`src/rtl/dsp_group_ctrl.sv`:
```
// dsp_group_ctrl: sequences one dot-product job through an N_KERNEL-lane DSP group.
// A command of cmd_len MAC steps is issued as buffer reads at one address per cycle.
// A tag pipe tracks each read until its products arrive LAT cycles later. Each lane
// sums its products into a wide accumulator, and the final sums are held until
// the consumer takes them.
module dsp_group_ctrl #(
  parameter int N_KERNEL = 3,
  parameter int B_PIXEL  = 16,
  parameter int B_LEN    = 10,
  parameter int LAT      = 5,
  parameter int B_ACC    = 40
) (
  input  logic                            clk,
  input  logic                            rstn,
  input  logic                            cmd_valid,
  output logic                            cmd_ready,
  input  logic [B_LEN-1:0]                cmd_len,
  input  logic                            abort,
  output logic                            buf_rd,
  output logic [B_LEN-1:0]                buf_addr,
  output logic                            dsp_clk_en,
  input  logic [2*B_PIXEL*N_KERNEL-1:0]   prod_i,
  output logic                            res_valid,
  input  logic                            res_ready,
  output logic [B_ACC*N_KERNEL-1:0]       res_data
);

  localparam int P_W = 2 * B_PIXEL;

  typedef enum logic [1:0] {
    S_IDLE  = 2'd0,
    S_ISSUE = 2'd1,
    S_DRAIN = 2'd2,
    S_HOLD  = 2'd3
  } state_t;

  state_t state, state_nxt;

  // Low until the first edge after reset release; this keeps cmd_ready low while in reset.
  logic rdy_en;

  logic [B_LEN-1:0] len_q;
  logic [B_LEN-1:0] addr_q;

  // Tag pipe: index 0 is the newest tag. Index LAT-1 lines up with prod_i.
  logic [LAT-1:0] tag_vld_p;
  logic [LAT-1:0] tag_first_p;
  logic [LAT-1:0] tag_last_p;

  logic signed [B_ACC-1:0] acc_q   [N_KERNEL];
  logic signed [B_ACC-1:0] acc_nxt [N_KERNEL];

  logic accept;
  logic issue_last;
  logic kill;
  logic tag_exit;
  logic last_exit;

  // Sign-extend one lane product to accumulator width.
  function automatic logic signed [B_ACC-1:0] sext_prod(input logic signed [P_W-1:0] p);
    return B_ACC'(p);
  endfunction

  assign accept     = cmd_valid && cmd_ready;
  assign issue_last = (state == S_ISSUE) && (addr_q == len_q - 1'b1);
  assign kill       = abort && ((state == S_ISSUE) || (state == S_DRAIN));
  assign tag_exit   = dsp_clk_en && tag_vld_p[LAT-1];
  // An abort in the same cycle as the final exit cancels the result.
  assign last_exit  = tag_exit && tag_last_p[LAT-1] && !kill;
  assign buf_addr   = addr_q;

  // State register and post-reset ready enable.
  always_ff @(posedge clk or negedge rstn) begin
    if (!rstn) begin
      state  <= S_IDLE;
      rdy_en <= 1'b0;
    end else begin
      state  <= state_nxt;
      rdy_en <= 1'b1;
    end
  end

  // Next-state decode.
  always_comb begin
    state_nxt = state;
    case (state)
      S_IDLE: begin
        if (accept) begin
          state_nxt = (cmd_len == '0) ? S_HOLD : S_ISSUE;
        end
      end
      S_ISSUE: begin
        if (kill) begin
          state_nxt = S_IDLE;
        end else if (issue_last) begin
          state_nxt = S_DRAIN;
        end
      end
      S_DRAIN: begin
        if (kill) begin
          state_nxt = S_IDLE;
        end else if (last_exit) begin
          state_nxt = S_HOLD;
        end
      end
      S_HOLD: begin
        if (res_ready) begin
          state_nxt = S_IDLE;
        end
      end
      default: state_nxt = S_IDLE;
    endcase
  end

  // State-decoded handshake and DSP control outputs.
  always_comb begin
    cmd_ready  = (state == S_IDLE) && rdy_en;
    buf_rd     = (state == S_ISSUE);
    dsp_clk_en = (state == S_ISSUE) || (state == S_DRAIN);
    res_valid  = (state == S_HOLD);
  end

  // Job length latch and read address counter; the address holds outside ISSUE.
  always_ff @(posedge clk or negedge rstn) begin
    if (!rstn) begin
      len_q  <= '0;
      addr_q <= '0;
    end else if ((state == S_IDLE) && accept && (cmd_len != '0)) begin
      len_q  <= cmd_len;
      addr_q <= '0;
    end else if ((state == S_ISSUE) && !kill && !issue_last) begin
      addr_q <= addr_q + 1'b1;
    end
  end

  // ---- stage p0..p(LAT-1): tag pipe, advancing in step with the DSP clock enable ----
  // Tag pipe shifts only while the DSP group is enabled; an abort flushes it.
  always_ff @(posedge clk or negedge rstn) begin
    if (!rstn) begin
      tag_vld_p   <= '0;
      tag_first_p <= '0;
      tag_last_p  <= '0;
    end else if (kill) begin
      tag_vld_p   <= '0;
      tag_first_p <= '0;
      tag_last_p  <= '0;
    end else if (dsp_clk_en) begin
      tag_vld_p[0]   <= (state == S_ISSUE);
      tag_first_p[0] <= (state == S_ISSUE) && (addr_q == '0);
      tag_last_p[0]  <= issue_last;
      for (int i = 1; i < LAT; i++) begin
        tag_vld_p[i]   <= tag_vld_p[i-1];
        tag_first_p[i] <= tag_first_p[i-1];
        tag_last_p[i]  <= tag_last_p[i-1];
      end
    end
  end

  // ---- accumulate stage: products aligned with the exiting tag ----
  // Per-lane next accumulator: load on the first step, otherwise add with wraparound.
  always_comb begin
    for (int j = 0; j < N_KERNEL; j++) begin
      acc_nxt[j] = '0;
      if (tag_first_p[LAT-1]) begin
        acc_nxt[j] = sext_prod(prod_i[j*P_W +: P_W]);
      end else begin
        acc_nxt[j] = acc_q[j] + sext_prod(prod_i[j*P_W +: P_W]);
      end
    end
  end

  // Accumulators update whenever a live tag exits.
  always_ff @(posedge clk or negedge rstn) begin
    if (!rstn) begin
      for (int j = 0; j < N_KERNEL; j++) begin
        acc_q[j] <= '0;
      end
    end else if (tag_exit && !kill) begin
      for (int j = 0; j < N_KERNEL; j++) begin
        acc_q[j] <= acc_nxt[j];
      end
    end
  end

  // ---- result stage: sums captured on the final exit and held through HOLD ----
  // Result register: zero for an empty job, the final sums when the last tag exits.
  always_ff @(posedge clk or negedge rstn) begin
    if (!rstn) begin
      res_data <= '0;
    end else if ((state == S_IDLE) && accept && (cmd_len == '0)) begin
      res_data <= '0;
    end else if (last_exit) begin
      for (int j = 0; j < N_KERNEL; j++) begin
        res_data[j*B_ACC +: B_ACC] <= acc_nxt[j];
      end
    end
  end

endmodule

```
`config.mk`:
```
export PLATFORM = sky130hd
export DESIGN_NAME = dsp_group_ctrl
export DESIGN_NICKNAME = d
export VERILOG_FILES = /design/src/rtl/dsp_group_ctrl.sv
export SDC_FILE = /design/constraint.sdc
export NUM_CORES = 1
export LEC_CHECK = 0
export CAP_MARGIN = 10
export CORE_MARGIN = 8
export CORE_UTILIZATION = 56
export DETAILED_ROUTE_END_ITERATION = 10
export PLACE_DENSITY = 0.8
export SLEW_MARGIN = 20
export SYNTH_ARGS = -nofsm -noshare
export SYNTH_HDL_FRONTEND = slang
export SYNTH_SLANG_ARGS = --single-unit
export TNS_END_PERCENT = 30
```
`constraint.sdc`:
```
create_clock -name clk -period 4.3 [get_ports clk]
set_input_delay 0.86 -clock clk [delete_from_list [all_inputs] [get_ports clk]]
set_output_delay 0.86 -clock clk [all_outputs]
set_load 0.005 [all_outputs]
```
---- Word level (Yosys, flattened, before mapping) ----
Index checks and enable logic that the tools add are counted.
W data, S select, Z words.
storage, ports and cells
  word-level logic and storage cells ...... 70
  bits in latches ......................... 0
  memories ................................ 0
  RAM bits ................................ 0
  flip-flop bits (word level) ............. 278
  ROM bits ................................ 0
  output and inout port bits .............. 134
  bits of input ports ..................... 111
cells by class
  divide/modulo/power cells ............... 0
  add/subtract/negate cells ............... 5
  reductions and logical operators ........ 25
  shift-type cells ........................ 0
  multipliers ............................. 0
  $lt $le $gt $ge ......................... 0
  muxes and demuxes ....................... 21
  bitwise logic cells ..................... 0
  equal/unequal tests ..................... 8
operators with widths
  kind                     count
  $mux W120                2
  $add A40 B32 Y40         3
  $mux W40                 3
  $mux W5                  6
  $logic_not A10 Y1        2
  $mux W10                 2
  $logic_and A1 B1 Y1      14
  $mux W2                  7
  $add A10 B1 Y10 const B  1
  $eq A10 B10 Y1           1
  $reduce_bool A10 Y1      1
  $sub A10 B1 Y10 const B  1
  $pmux W2 S4              1
  $reduce_bool A2 Y1       3
  $eq A2 B2 Y1 const B     2
  $reduce_and A4 Y1        1
  $ne A3 B1 Y1 const B     1
  $ne A3 B3 Y1 const B     1
  $eq A2 B1 Y1 const B     1
  $logic_not A1 Y1         2
  $logic_not A2 Y1         1
  $ne A2 B1 Y1 const B     1
  $ne A2 B2 Y1 const B     1
  $logic_or A1 B1 Y1       1

---- Depth between registers and ports, before layout ----
  depth after elaboration ................. 8
  gate-level depth with buffers ........... 14
  gate-level depth less buffers ........... 14

---- Worst setup path after synthesis ----
No wires, ideal clock.
  path kind ............................... input-to-reg
  start point ............................. input prod_i[0]
  end point ............................... register res_data[38]
  setup slack ............................. 0.481 ns
  library setup time ...................... 0.126 ns
  cell stages on the path ................. 13
  arrival time ............................ 3.693 ns
  path buffers ............................ 0
  required time ........................... 4.174 ns
  cell sequence ........................... ha_1 inv_1 fa_1 and2b_1 o21ai_2 a21oi_2 o221ai_2 o32a_1 o41a_1 o21a_1 o31ai_2 xor2_1 a221o_1
on the way
  cells in the longest elaborated chain, start to end .. 4
ends and longest elaborated chain
  element                         RTL line  text
  start: declaration              22        input logic [2*B_PIXEL*N_KERNEL-1:0] prod_i,
  $add A40 B32 Y40                167       acc_nxt[j] = acc_q[j] + sext_prod(prod_i[j*P_W +: P_W]);
  $mux W40                        164       if (tag_first_p[LAT-1]) begin
  $mux W120                       192       end else if (last_exit) begin
  $mux W120                       190       end else if ((state == S_IDLE) && accept && (cmd_len == '0)) begin
  end signal: indexed assignment  194       res_data[j*B_ACC +: B_ACC] <= acc_nxt[j];
  end: declaration                25        output logic [B_ACC*N_KERNEL-1:0] res_data
Every way passes these cells. The select of a mux whose other input is x is not followed.
A chain may end at the register's enable or synchronous reset.

---- Worst setup path in the final report ----
  start point ............................. input prod_i[1]
  end point ............................... register res_data[38]
Same word-level chain as after synthesis.

==> results.md <==
* Cts hold-fix bufs at 0
* WL met1 at 21.6 mm
* Largest net degree at the start of global routing at 212
* Routed len/inst at 17.8 um
* Routed wire length at 48.9 mm
* Slew Viols, Final at 0
* Final setup fails at 0
* 1st-iter DRT viols at 951
* Crit-path max cell delay at 580 ps
* Post-synth top flop: dfrtp_1
* Cells along the critical path: clkdlybuf4s50_1, inv_1, fa_1, and2b_1, o21ai_2, a21oi_2, o221ai_2, o32a_1, o41a_1, o21a_1, o31ai_2, xor2_1, a221o_1
* Clk Latency, worst-skew pair at 510 ps
* Mean Syn Cell Area at 8.56 sq um
* Synth Warn # at 0
* Area of the core at 0.0315 sq mm
* Synthesized area at 0.0179 sq mm
* Root buf cell: clkbuf_16
* Area delta synth->final at 23.2%
* Min cycle time layout at 4080 ps
* Placed insts at 2686
* Worst VDD drop at 0.000442 V
* Register area at 0.00696 sq mm
* Die height at 195 um
* WS Path Type: input port to flip-flop
* Die area at 0.0379 sq mm
* Synth Register Bits at 278
* Final Hold Fails at 0
* WP data required at 4690 ps
* Critical path's top delay family: compound AO/OA/AOI/OAI gates
* Gpl congestion at 0.945
* Adder and majority cell fraction of the synthesized area at 0.0908
* Io pins at 245
* DR vias/cell at 5.95
* Fillcell total at 2484
* Slew @ Worst Pin at 923 ps
* Post-synth EDFFs at 0
* CTS Sinks at 278
* Synthesized instance count at 2088
* Die X at 195 um
* CP arrival at 4470 ps
* DR pass1 iterations at 5
* Initial antenna violation count at 2
* Pwr per Cell Area at 687 mW/mm^2
* Max-Cap Viols at 0
* CTS max path bufs at 3
* Tcrit/Tclk final at 0.948
* Simple-Gate Fraction of Synth Area at 0.158
* DP HPWL at 34.8 mm
* Endpoint class of the critical path: flip-flop
* Max-slew headroom at 0.385
* Post-Layout Cell Count at 2747
* Lkg Pwr at 10.5 nW
* Clock Skew at 14.6 ps
* Status: complete, no violations
* Residual DRC at 0
* Slowest-stage cell, CP: clkdlybuf4s50_1
* Proportion of synthesized area in mux cells at 0.0158
* FP Rows at 65
* Gr usage total at 0.254
* Via count at 16300
* Gr ovfl total at 0
* Antenna Nets Post-Route at 0
* Main combinational cell family by area after synthesis: compound AO/OA/AOI/OAI gates
* Synth Area in Compound Gates at 0.255
* Worst Hold Class: input port to async pin
* Vias in the first global route at 16500
* Post-CTS setup buffers at 0
* Xor/xnor cell area share of the yosys netlist at 0.0588
* Unrepaired setup endpoints after global routing: no
* CP bufs+invs at 2
* IO buf count at 244
* Cts repair resizes at 0
* Util after Layout at 0.700
* Highest routed layer: met4
* Startpoint Class: input port
* Metal2 WL at 22.5 mm
* Syn nets at 2327
* # H-tree levels at 2
* Nets at 2559
* Distinct cells, synth at 79
* Multi-input logic area at 0.0104 sq mm
* Global-route wire length before repair at 81.5 mm
* CTS Buf Count at 34
* CP Max Fanout at 5
* Layout cells sized above 1 at 0.0623
* Initial Util at 0.568
* Sequential-to-total area share from yosys stat at 0.389
* F_max at 0.245 GHz
* CTS tree: done
* Met3 wire len at 3.53 mm
* Asr flop ratio synth at 1.00
* Clock-pin slew on the worst setup and hold paths at 60 ps
-- flip-flops by register name, summed over array words and instances (netlist names) --
signal / count
buf_addr: 10
tag_vld_p: 5
state: 2
len_q: 10
tag_last_p: 5
acc_q: 120
rdy_en: 1
tag_first_p: 5
res_data: 120
-- cell usage after synthesis, drive strengths merged (17+ instances only) --
library cell  number  share of area
a21o              96          0.040
mux2i             17         0.0095
a221o             24          0.013
and3              22         0.0077
xnor2             60          0.029
nor2             121          0.025
a21oi            154          0.043
inv               51          0.011
nand4             19         0.0066
clkbuf            91          0.019
nand2            349          0.073
a31oi             26         0.0091
ha               125          0.087
dfrtp            278           0.39
nor2b             18         0.0063
nor3              20         0.0059
nand3             25         0.0070
xor2              60          0.029
o21bai            19         0.0080
o21ai            308          0.087
-- worst reg2reg max path, stage by stage (launching register included) --
cell and delay [ps]:
dfrtp_1 350, ha_1 190, inv_1 70, fa_1 380, and2b_1 230, o21ai_2 70, a21oi_2 190, o221ai_2 130
o32a_1 390, o41a_1 490, o21a_1 260, o31ai_2 260, xor2_1 120, a221o_1 330
-- logic make-up (layout without fill, tap and decap cells) --
kind of cell | after synthesis | count (layout)
AOI/OAI and AO/OA | 739 | 739
and+or+nand+nor | 641 | 641
DFF | 278 | 278
buffers and inverters | 154 | 409
adders and majority gates | 128 | 128
xor gates and xnor gates | 120 | 120
muxes | 27 | 27
other | 1 | 3
-- per-stage QoR --
| stage | area, sq um | total power, W | hold slack, ps | setup TNS (ps) | worst slack, ps |
|---|---|---|---|---|---|
| 2_1_floorplan | 17900 | 0.00981 | 450 | 0 | 481 |
| 3_3_place_gp | 20900 | 0.0120 | 460 | -870 | -164 |
| 3_5_place_dp | 20900 | 0.0122 | 469 | -1910 | -264 |
| 4_1_cts | 22000 | 0.0151 | 460 | 0 | 267 |
| 5_1_grt | 22000 | 0.0164 | 497 | 0 | 79.8 |
| 6_report | 22000 | 0.0151 | 422 | 0 | 225 |
-- worst paths after layout --
kind	from	endpoint	slack, ps	depth (start not counted)
worst min-delay path	rstn	res_data[94]	420	1
max in group asynchronous	rstn	acc_q[100]	2920	2
worst min register to register	res_data[89]	res_data[89]	480	2
min in group clk	res_data[89]	res_data[89]	480	2
worst max register to register	acc_q[80]	res_data[38]	730	13
worst max-delay path	prod_i[1]	res_data[38]	220	13
-- layer usage --
metal	track usage	vias to the layer above
met5	0	-
met4	0.0758	0
met3	0.0496	103
met2	0.421	532
met1	0.333	7802
li1	-	7908
-- area by class of cell --
| cell class | instances | area share |
|---|---|---|
| antenna | 2 | 0.000227 |
| clock buffer | 52 | 0.0463 |
| clock inverter | 7 | 0.00307 |
| inverter | 51 | 0.00875 |
| multi-input combinational | 1656 | 0.471 |
| sequential | 278 | 0.316 |
| tap | 402 | 0.0228 |
| timing repair buffer | 299 | 0.132 |
-- placed cells by master (no fill, tap or decap), types with 51 or more instances in the layout --
master / count
buf_4: 51
o21ai_0: 302
xor2_1: 60
a21oi_1: 152
nand2_1: 348
ha_1: 125
xnor2_1: 60
nor2_1: 119
clkdlybuf4s50_1: 243
a21o_1: 96
dfrtp_1: 277
-- where the power goes --
| group | internal, W | switching (W) |
|---|---|---|
| registers | 0.00348 | 0.000615 |
| logic | 0.00377 | 0.00448 |
| clock network | 0.00169 | 0.00111 |
| total | 0.00894 | 0.00620 |
(Power assumes the default switching activity.)
